**src/rtl/alu_share_arbiter_pkg.sv**
```systemverilog
// Shared constants for the two-port ALU sharing arbiter: widths, ALU opcodes
// and FSM state encoding.
package alu_share_arbiter_pkg;

   localparam int WIDTH_DEF = 32;
   localparam int OPW_DEF   = 3;

   localparam logic [2:0] OP_ADD = 3'b000;
   localparam logic [2:0] OP_SLL = 3'b001;
   localparam logic [2:0] OP_SUB = 3'b010;
   localparam logic [2:0] OP_XOR = 3'b100;
   localparam logic [2:0] OP_SRL = 3'b101;
   localparam logic [2:0] OP_OR  = 3'b110;
   localparam logic [2:0] OP_AND = 3'b111;

   localparam logic [1:0] ST_IDLE = 2'd0;
   localparam logic [1:0] ST_EXEC = 2'd1;
   localparam logic [1:0] ST_RESP = 2'd2;

endpackage

```
**src/rtl/alu_share_arbiter_rr_arb2.sv**
```systemverilog
// Two-way round-robin grant; last_grant only moves when the caller commits
// a grant through upd, so a granted but unaccepted request keeps priority.
module rr_arb2 (
   input  logic clk,
   input  logic rst,
   input  logic req0,
   input  logic req1,
   input  logic upd,
   output logic gnt,
   output logic gnt_any
);

   logic last_grant;

   always_comb begin
      gnt = 1'b0;
      if (req0 && req1)
         gnt = ~last_grant;
      else if (req1)
         gnt = 1'b1;
   end

   assign gnt_any = req0 | req1;

   always_ff @(posedge clk) begin
      if (rst)
         last_grant <= 1'b1;
      else if (upd)
         last_grant <= gnt;
   end

endmodule

```
**src/rtl/alu_share_arbiter.sv**
```systemverilog
// Shares one external combinational ALU between two valid/ready requesters,
// one operation in flight, with a held response slot per requester.
module alu_share_arbiter
   import alu_share_arbiter_pkg::*;
#(
   parameter int WIDTH = WIDTH_DEF,
   parameter int OPW   = OPW_DEF
) (
   input  logic             clk,
   input  logic             rst,
   input  logic             req0_valid,
   output logic             req0_ready,
   input  logic [WIDTH-1:0] req0_a,
   input  logic [WIDTH-1:0] req0_b,
   input  logic [OPW-1:0]   req0_op,
   input  logic             req1_valid,
   output logic             req1_ready,
   input  logic [WIDTH-1:0] req1_a,
   input  logic [WIDTH-1:0] req1_b,
   input  logic [OPW-1:0]   req1_op,
   output logic             rsp0_valid,
   input  logic             rsp0_ready,
   output logic [WIDTH-1:0] rsp0_result,
   output logic             rsp0_zero,
   output logic             rsp0_sign,
   output logic             rsp1_valid,
   input  logic             rsp1_ready,
   output logic [WIDTH-1:0] rsp1_result,
   output logic             rsp1_zero,
   output logic             rsp1_sign,
   output logic [WIDTH-1:0] alu_a,
   output logic [WIDTH-1:0] alu_b,
   output logic [OPW-1:0]   alu_op,
   input  logic [WIDTH-1:0] alu_out,
   input  logic             alu_zero,
   input  logic             alu_sign
);

   logic [1:0]       state;
   logic             owner;
   logic             gnt;
   logic             gnt_any;
   logic             idle;
   logic             hs;
   logic [WIDTH-1:0] a_p0;
   logic [WIDTH-1:0] b_p0;
   logic [OPW-1:0]   op_p0;

   rr_arb2 u_arb (
      .clk     (clk),
      .rst     (rst),
      .req0    (req0_valid),
      .req1    (req1_valid),
      .upd     (hs),
      .gnt     (gnt),
      .gnt_any (gnt_any)
   );

   assign idle       = (state == ST_IDLE);
   assign hs         = idle && gnt_any;
   assign req0_ready = hs && !gnt;
   assign req1_ready = hs && gnt;

   // ALU drive comes straight from registers so it never follows req inputs
   assign alu_a  = a_p0;
   assign alu_b  = b_p0;
   assign alu_op = op_p0;

   always_ff @(posedge clk) begin
      if (rst) begin
         state       <= ST_IDLE;
         owner       <= 1'b0;
         a_p0        <= '0;
         b_p0        <= '0;
         op_p0       <= '0;
         rsp0_valid  <= 1'b0;
         rsp0_result <= '0;
         rsp0_zero   <= 1'b0;
         rsp0_sign   <= 1'b0;
         rsp1_valid  <= 1'b0;
         rsp1_result <= '0;
         rsp1_zero   <= 1'b0;
         rsp1_sign   <= 1'b0;
      end else begin
         case (state)
            // p0: operands latched from the granted requester
            ST_IDLE: begin
               if (hs) begin
                  owner <= gnt;
                  a_p0  <= gnt ? req1_a  : req0_a;
                  b_p0  <= gnt ? req1_b  : req0_b;
                  op_p0 <= gnt ? req1_op : req0_op;
                  state <= ST_EXEC;
               end
            end
            // p1: ALU output captured into the owner's response slot
            ST_EXEC: begin
               if (owner) begin
                  rsp1_result <= alu_out;
                  rsp1_zero   <= alu_zero;
                  rsp1_sign   <= alu_sign;
                  rsp1_valid  <= 1'b1;
               end else begin
                  rsp0_result <= alu_out;
                  rsp0_zero   <= alu_zero;
                  rsp0_sign   <= alu_sign;
                  rsp0_valid  <= 1'b1;
               end
               state <= ST_RESP;
            end
            ST_RESP: begin
               if (owner && rsp1_ready) begin
                  rsp1_valid <= 1'b0;
                  state      <= ST_IDLE;
               end else if (!owner && rsp0_ready) begin
                  rsp0_valid <= 1'b0;
                  state      <= ST_IDLE;
               end
            end
            default: state <= ST_IDLE;
         endcase
      end
   end

endmodule

```
**config.mk**
```make
export PLATFORM = sky130hd
export DESIGN_NAME = alu_share_arbiter
export DESIGN_NICKNAME = d
export VERILOG_FILES = /design/src/rtl/alu_share_arbiter_pkg.sv /design/src/rtl/alu_share_arbiter_rr_arb2.sv /design/src/rtl/alu_share_arbiter.sv
export SDC_FILE = /design/constraint.sdc
export NUM_CORES = 1
export LEC_CHECK = 0
export BUFFER_PORTS_ARGS = -buffer_cell sky130_fd_sc_hd__buf_2
export CAP_MARGIN = 25
export CORE_AREA = 2 2 122 124
export DETAILED_ROUTE_END_ITERATION = 6
export DIE_AREA = 0 0 124 126
export PLACE_DENSITY = 0.68
export SYNTH_ARGS = -nofsm -noshare
export SYNTH_HDL_FRONTEND = slang
export SYNTH_SLANG_ARGS = --single-unit
```
**constraint.sdc**
```tcl
create_clock -name clk -period 3.65 [get_ports clk]
set_input_delay 0.365 -clock clk [delete_from_list [all_inputs] [get_ports clk]]
set_output_delay 0.365 -clock clk [all_outputs]
set_load 0.02 [all_outputs]
```
==> out/summary.txt <==
WP buf/inv -> 2
HP Class -> input pin to flip-flop
RSZ-0062 raised after global routing -> no
Max Slew Vio Count -> 0
Top FF cell, synth -> dfxtp_1
nets -> 1037
Startpoint Class -> flip-flop
final hold viol count -> 0
aggregate global routing overflow -> 0
Worst-Skew Late Latency -> 0.40 ns
largest net degree at the start of global routing -> 74
die span in x -> 124 microns
worst hold endpoint -> alu_b[0]
CP Depth -> 5
initial core utilization -> 0.355
Fmax -> 461 MHz
Clock Sinks -> 141
capturing point of the worst reg2reg path -> alu_a[10]
netlist area before placement -> 5080 sq um
Synth Area per Inst -> 8.99 sq um
maximum vdd drop -> 0.317 mV
critical path's largest stage delay -> 0.33 ns
# fillers -> 1395
slowest stage cell, crit path -> dfxtp_1
placed cell count -> 1024
clock buffer depth -> 2
PD cells -> 588 nW/um^2
Worst Max-Slew Pin Slew -> 0.777 ns
synthesized instance count -> 565
Inserted Clock Buffers -> 17
routed vias -> 5214
crit share post-route -> 0.595
core footprint -> 14300 sq um
TritonCTS clock tree -> done
Hold Startpoint -> req0_b[0]
failing checks -> DRC
CTS resizes -> 0
IO Pins -> 313
worst-path maximum fanout -> 6
PortBufs -> 312
register area share after synthesis -> 0.556
layout cell share with drive strength beyond 1 -> 0.404
syn nets -> 743
Yosys cell types -> 25
final RePlAce weighted congestion -> 0.829
GR Util All Layers -> 0.194
post-route minimum period -> 2.17 ns
kind of cell adding the most delay to the critical path -> flip-flops
Setup TNS -> 0 ns
Reg2Reg Setup Slack -> 1.50 ns
critical path arrival -> 1.81 ns
max cap viols -> 0
crit end category -> primary output
H-Tree Depth -> 4
Final ANT Viol Nets -> 0
vias in the first global route -> 4683
total wire length -> 15900 microns
first-pass GRT wire length -> 23800 microns
worst reg2reg startpoint -> state[0]
DR vias/cell -> 4.95
Setup Viol. Count Final -> 0
die footprint -> 15600 sq um
static leakage -> 0.00390 uW
postcts setup bufs -> 0
drt first-iter violations -> 563
EDFF count, synth -> 0
chip height -> 126 microns
Finished Layout Cells -> 1053
R2R depth -> 7
Worst slew margin -> 0.482
post-DP HPWL -> 11300 microns
commonest cells after routing, fill and taps aside -> buf_2, nand2_1, dfxtp_1, a21oi_1, inv_1
warning count from the yosys run -> 0
area occupied by multi-input gates -> 1800 sq um
status -> finished with violations
root buffer cell -> clkbuf_16
Worst Skew -> 0.00471 ns
area occupied by registers -> 2820 sq um
CP required -> 3.28 ns
# diodes -> 0
Post-route DRC -> 4
hold buffer count at cts -> 0
synthesis-to-layout area growth -> 44.4%
synthesized flop and latch total -> 141
asr flop ratio synth -> 0
WHS Path Cells -> 3
Clock transition at path regs -> 0.06 ns
CP cell instances -> inv_1 -> ha_1 -> nand2_1 -> a21oi_1 -> buf_2
row count -> 44
critical path class -> flip-flop to primary output
routed len/inst -> 15.1 microns
leading cell type in the layout, fill and taps excluded -> buf_2
drt pass-1 iters -> 7
initial antenna violation count -> 0
[final cells by class]
type                       count  share of cell area
clock buffer                  21              0.0628
inverter                      70              0.0358
clock inverter                 8              0.0160
tap                          184              0.0314
timing repair buffer         320               0.223
multi-input combinational    309               0.246
sequential                   141               0.385
[state kept, by name (all words and copies together), names as in the netlist]
register,count
rsp0_zero,1
rsp1_result,32
alu_op,3
rsp1_sign,1
u_arb.last_grant,1
state,2
rsp1_zero,1
rsp1_valid,1
owner,1
rsp0_sign,1
rsp0_result,32
rsp0_valid,1
alu_a,32
alu_b,32
[per-stage QoR]
| step | setup slack (ns) | area [sq um] | power (uW) | util | hold slack (ns) |
|---|---|---|---|---|---|
| 3_3_place_gp | 1.57 | 6750 | 2630 | 0.472 | 0.438 |
| 5_1_grt | 1.30 | 7330 | 4520 | 0.512 | 0.147 |
| 4_1_cts | 1.46 | 7330 | 4360 | 0.512 | 0.136 |
| 3_5_place_dp | 1.51 | 6750 | 2640 | 0.472 | 0.443 |
| 6_report | 1.48 | 7330 | 4310 | 0.512 | 0.160 |
| 2_1_floorplan | 2.08 | 5080 | 2300 | - | 0.480 |
[cell families (layout without fill, tap and decap cells)]
family | after synthesis | after routing | synth area share
flops | 141 | 141 | 0.556
simple gates | 154 | 154 | 0.117
mux | 1 | 1 | 0.00197
compound gates | 150 | 150 | 0.221
buf+inv | 115 | 419 | 0.0944
fa+ha+maj | 4 | 4 | 0.00986
[synthesized netlist by cell type (2+ instances only)]
master | count | area, sq um
a211oi_2 | 2 | 25.0
a21oi_1 | 75 | 375
a222oi_1 | 67 | 671
buf_2 | 17 | 85.1
buf_6 | 3 | 33.8
clkbuf_1 | 24 | 90.1
dfxtp_1 | 141 | 2820
ha_1 | 4 | 50.1
inv_1 | 70 | 263
nand2_1 | 142 | 533
nand2b_1 | 3 | 18.8
nor2_1 | 4 | 15.0
[layer usage]
metal  vias to the layer above  global-route usage  part of all wire
li1                       2552                   -                 -
met1                      2421               0.237              0.42
met2                       214               0.327              0.50
met3                        27              0.0566             0.063
met4                         0              0.0615             0.019
met5                         -                   0                 0
[power breakdown]
part | leakage [uW] | internal, uW | switching [uW]
logic | 0.00246 | 304 | 524
registers | 0.00115 | 1700 | 82.0
clock network | 0.000284 | 1090 | 611
total | 0.00390 | 3090 | 1220
[how the worst max path moves through the flow]
stage / end / slack, ns / startpoint
2_1_floorplan: alu_a[10] / 2.08 / state[0]
3_3_place_gp: alu_b[31] / 1.57 / state[0]
3_5_place_dp: alu_a[23] / 1.51 / state[0]
4_1_cts: req1_ready / 1.46 / state[0]
5_1_grt: alu_a[7] / 1.30 / state[0]
6_report: req1_ready / 1.48 / state[0]
[tightest hold or removal path: cells and delay by family]
family | cells | cell delay, ns
AO/OA/AOI/OAI | 1 | 0.05
buffers and inverters | 2 | 0.12
Power figures use the tool's default switching activity.
